`config.mk`:
```
export PLATFORM = sky130hd
export DESIGN_NAME = debouncer_multi
export DESIGN_NICKNAME = d
export VERILOG_FILES = /design/src/rtl/debouncer_multi.sv
export SDC_FILE = /design/constraint.sdc
export NUM_CORES = 1
export LEC_CHECK = 0
export CAP_MARGIN = 25
export CORE_MARGIN = 2
export CORE_UTILIZATION = 35
export DETAILED_ROUTE_END_ITERATION = 10
export SYNTH_ARGS = -nofsm -noshare
export SYNTH_HDL_FRONTEND = slang
export SYNTH_SLANG_ARGS = --single-unit
```
`constraint.sdc`:
```
create_clock -name clk -period 5.2 [get_ports clk]
set_input_delay 0.78 -clock clk [delete_from_list [all_inputs] [get_ports clk]]
set_output_delay 0.78 -clock clk [all_outputs]
set_load 0.005 [all_outputs]
```
`src/rtl/debouncer_multi.sv`:
```
// Multi-channel debouncer: per-channel synchroniser, saturating stability counter
// against a shared runtime threshold, and registered rise/fall event pulses.
module debouncer_multi #(
  parameter int                  CHANNELS    = 4,
  parameter int                  CNT_WIDTH   = 16,
  parameter int                  SYNC_STAGES = 2,
  parameter logic [CHANNELS-1:0] RESET_VALUE = {CHANNELS{1'b0}}
) (
  input  logic                 clk,
  input  logic                 rst,
  input  logic [CHANNELS-1:0]  signal_in,
  input  logic [CNT_WIDTH-1:0] threshold,
  output logic [CHANNELS-1:0]  signal_out,
  output logic [CHANNELS-1:0]  rise_pulse,
  output logic [CHANNELS-1:0]  fall_pulse,
  output logic [CHANNELS-1:0]  stable,
  output logic                 any_event
);

  // Restart on a level change, count up to the threshold, then hold (never wraps).
  function automatic logic [CNT_WIDTH-1:0] cnt_step(
    input logic [CNT_WIDTH-1:0] cnt,
    input logic [CNT_WIDTH-1:0] thr,
    input logic                 restart
  );
    if (restart)
      return '0;
    else if (cnt < thr)
      return cnt + {{(CNT_WIDTH-1){1'b0}}, 1'b1};
    else
      return cnt;
  endfunction

  logic [CHANNELS-1:0] sync_p0 [SYNC_STAGES];

  // Synchroniser stages
  always_ff @(posedge clk or posedge rst) begin
    if (rst) begin
      for (int k = 0; k < SYNC_STAGES; k++)
        sync_p0[k] <= RESET_VALUE;
    end else begin
      sync_p0[0] <= signal_in;
      for (int k = 1; k < SYNC_STAGES; k++)
        sync_p0[k] <= sync_p0[k-1];
    end
  end

  // Per-channel history, counter, debounced level and event pulses
  for (genvar i = 0; i < CHANNELS; i++) begin : g_ch
    logic                 s;
    logic                 hist_p1;
    logic [CNT_WIDTH-1:0] cnt_p1;
    logic [CNT_WIDTH-1:0] cnt_nxt;
    logic                 upd;
    logic                 out_p1;
    logic                 rise_p1;
    logic                 fall_p1;
    logic                 stable_p1;

    assign s = sync_p0[SYNC_STAGES-1][i];

    always_comb begin
      cnt_nxt = cnt_step(cnt_p1, threshold, s != hist_p1);
      upd     = (s == hist_p1) && (cnt_p1 >= threshold);
    end

    always_ff @(posedge clk or posedge rst) begin
      if (rst) begin
        hist_p1   <= RESET_VALUE[i];
        cnt_p1    <= '0;
        out_p1    <= RESET_VALUE[i];
        rise_p1   <= 1'b0;
        fall_p1   <= 1'b0;
        stable_p1 <= 1'b0;
      end else begin
        hist_p1   <= s;
        cnt_p1    <= cnt_nxt;
        stable_p1 <= (cnt_nxt >= threshold);
        // An unchanged rewrite after a rejected glitch produces no pulse.
        rise_p1   <= upd && s && !out_p1;
        fall_p1   <= upd && !s && out_p1;
        if (upd)
          out_p1 <= s;
      end
    end

    assign signal_out[i] = out_p1;
    assign rise_pulse[i] = rise_p1;
    assign fall_pulse[i] = fall_p1;
    assign stable[i]     = stable_p1;
  end

  assign any_event = |{rise_pulse, fall_pulse};

endmodule

```
==> flow_metrics.py <==
metrics = {
    "floorplan": {
        "die_x_microns": 146,
        "rows": 52,
        "io_pins": 39,
        "die_h_microns": 146,
        "fp.dieArea_sq_um": 21400,
        "core-area_sq_um": 20000,
        "start_util": 0.354,
    },
    "clocking": {
        "cts_tree": "done",
        "cts_sinks": 92,
        "clk_latency_ns": 0.35,
        "holdBufCountCts": 0,
        "clock_path_buffers": 2,
        "cts_setup_buffers": 0,
        "cts_resized": 0,
        "htreeDepth": 3,
        "clk_pin_slew_ns": 0.07,
        "root_buffer": "clkbuf_16",
        "cts_buffers": 9,
    },
    "timing": {
        "fin_setup_tns_ns": 0,
        "drv_slew": 0,
        "finalHoldViolCount": 0,
        "tightest_slew_ns": 0.959,
        "fin_crit_ns": 4.74,
        "min_period_over_period": 0.912,
        "finalSetupViolCount": 0,
        "fmax_ghz": 0.211,
        "relSlewSlack": 0.359,
        "hold_ws_ns": 0.347,
        "fin_skew_ns": 0.00552,
        "rsz0062_at_grt": "false",
    },
    "drt": {
        "viasPerCell": 5.54,
        "drc": 0,
        "wl_per_cell_microns": 17.4,
        "vias": 5941,
        "dr.pass1.iters": 4,
        "drt_iter0_drc": 387,
        "finalWirelength_mm": 18.7,
        "ant_nets": 0,
    },
    "placement": {
        "place_hpwl_mm": 14.1,
        "placed_cells": 1057,
        "portBuffers": 38,
        "gp_congestion": 0.861,
    },
    "power_and_ir_drop": {
        "p_int_w": 0.00134,
        "seq_power_share": 0.416,
        "switching_share": 0.272,
        "power.switching_w": 0.000500,
        "clkPwrFrac": 0.429,
        "vdd_drop_max_uv": 122,
        "comb_power_share": 0.155,
        "p_per_area_nw_per_um2": 224,
        "p_leak_nw": 3.79,
    },
    "flow_run": {
        "maxCapViolations": 0,
    },
    "yosys": {
        "synth_edf_count": 0,
        "postSynthCellCount": 752,
        "yosys-top-cells-count": "132 x ha_1, 92 x dfrtp_1, 64 x a21oi_1",
        "async_flop_share": 1.00,
        "synth_top_area_cell": "dfrtp_1",
        "synth_cell_types": 53,
        "ys_seq_area_frac": 0.325,
        "yosys.area.top_type_share": 0.325,
        "ys_top_cells_by_area": "dfrtp_1 32%, ha_1 23%, a21oi_1 4.5%",
        "ys.flop_type": "dfrtp_1",
        "synthesis.nets": 906,
        "synth-seq-cells": 92,
        "yosysMostFrequentCell": "ha_1",
        "synth_area_per_cell_sq_um": 9.43,
        "synth_area_sq_um": 7090,
        "ys_warn_count": 0,
    },
    "worst_setup_path": {
        "crit_start": "threshold[7]",
        "crit_buf_inv": 2,
        "crit_chain": "clkdlybuf4s50_1, inv_1, ha_1, a41oi_1, o21ai_0, a221oi_1, nand3_1, xnor2_1, or2_2, ha_1, nand2b_1, a21o_1, a21o_1, a211oi_1, o21ai_0, a221o_1",
        "crit_slowest_cell": "inv_1",
        "cp_slowest_stage_delay_ns": 0.40,
        "end_kind": "flop",
        "r2r_slack_ns": 1.20,
        "critPathRequiredTime_ns": 5.44,
        "r2r-start": "g_ch[2].cnt_p1[13]",
        "start_kind": "input pin",
        "worstPathArrival_ns": 4.98,
        "cp_top_family": "compound AO/OA/AOI/OAI gates",
        "worstSetupPathType": "input pin to flop",
        "crit_fanout": 8,
    },
    "global_route": {
        "grt_pass1_vias": 5800,
        "antenna_found_initial": 0,
        "grt_use_total": 0.181,
        "grt-ovfl-total": 0,
        "grt_start_max_net_pins": 69,
        "grt_pass1_wl_mm": 30.6,
    },
    "cells_and_area": {
        "nNetsFinal": 952,
        "area_growth_pct": 15.5,
        "fillCellCount": 2010,
        "drive_gt1_frac": 0.0610,
        "final_cells": 1073,
        "insertedDiodeCount": 0,
    },
    "hold_path": {
        "hold_class": "flop to flop",
        "hold_path_startpoint": "sync_p0[5]",
    },
    "outcome": {
        "status": "completed",
    },
}
-- metrics by stage --
step / util / setup WS [ns] / cell area (sq um) / power (W)
final: 0.409 / 0.456 / 8190 / 0.00184
after global routing: 0.409 / 0.149 / 8190 / 0.00193
after CTS: 0.409 / 0.499 / 8190 / 0.00186
after detailed placement: 0.391 / 0.141 / 7840 / 0.00106
after global placement: 0.391 / 0.129 / 7840 / 0.00106
after floorplan: - / 0.888 / 7090 / 0.000956
-- cell usage in the layout, fill, tap and decap left out, types with 5 or more instances in the layout --
cell type,instances
o31ai_1,16
a211oi_1,9
o211ai_1,12
or3_1,24
clkbuf_16,9
nand3_1,20
o21ai_0,45
nand2b_1,9
nor3_1,12
o21a_1,9
dfrtp_1,92
xor2_1,5
and3_1,5
ha_1,132
buf_4,25
nand2_1,46
nor2_1,32
xnor2_1,18
nor4b_1,6
nor4_1,13
clkdlybuf4s50_1,38
a21o_1,24
nand4_1,35
a21oi_1,64
or4_1,18
inv_1,32
and4_1,5
-- sequential cells by signal, summed over array words and instances (netlist names) --
name and count:
g_ch.fall_p1 4, g_ch.cnt_p1 64, g_ch.s 4, g_ch.out_p1 4
g_ch.stable_p1 4, g_ch.rise_p1 4, g_ch.hist_p1 4, sync_p0 4
-- cells by family after synthesis --
kind of cell	count (synthesis)	synth area share
and+or+nand+nor	240	0.188
AOI/OAI and AO/OA	199	0.177
adders and majority gates	132	0.233
DFF	92	0.325
buffers and inverters	62	0.0425
xor gates and xnor gates	23	0.0284
muxes	4	0.00565
-- final cells by class --
class	count	area (sq um)	share of cell area
clock inverters	6	111	0.0136
clock buffers	10	239	0.0292
multi-input cells	598	4480	0.548
inverters	33	126	0.0154
flip-flops and latches	92	2300	0.281
well taps	270	338	0.0413
repair buffers	64	588	0.0718
-- layer usage --
metal | track usage | up-vias | share of wire
met4 | 0.0816 | 0 | 0.038
met2 | 0.294 | 122 | 0.45
met5 | 0 | - | 0
li1 | - | 2956 | -
met1 | 0.242 | 2828 | 0.47
met3 | 0.0253 | 35 | 0.037
-- worst register-to-register path, stage by stage, from the launching register on --
cell	delay (ns)
dfrtp_1	0.45
ha_1	0.33
a21o_1	0.19
a21o_1	0.19
a21o_1	0.25
or4_1	0.66
or3_1	0.39
a21oi_1	0.23
ha_1	0.29
a21o_1	0.18
a21o_1	0.17
a21oi_1	0.14
o211ai_1	0.11
a221o_1	0.33
-- worst paths after layout --
path                                     endpoint  depth (start not counted)
worst max-delay path            g_ch[3].stable_p1                         16
worst max register to register  g_ch[2].stable_p1                         13
worst min-delay path                    g_ch[1].s                          0
worst min register to register          g_ch[1].s                          0
max in group asynchronous         g_ch[2].hist_p1                          3
min in group asynchronous       g_ch[3].stable_p1                          2
-- power groups by stage --
stage          clock [W]  combinational, W  sequential [W]
2_1_floorplan          0          0.000186        0.000770
3_3_place_gp           0          0.000281        0.000777
3_5_place_dp           0          0.000286        0.000777
4_1_cts         0.000804          0.000288        0.000764
5_1_grt         0.000834          0.000325        0.000769
6_report        0.000788          0.000285        0.000764
(Power assumes the default switching activity.)
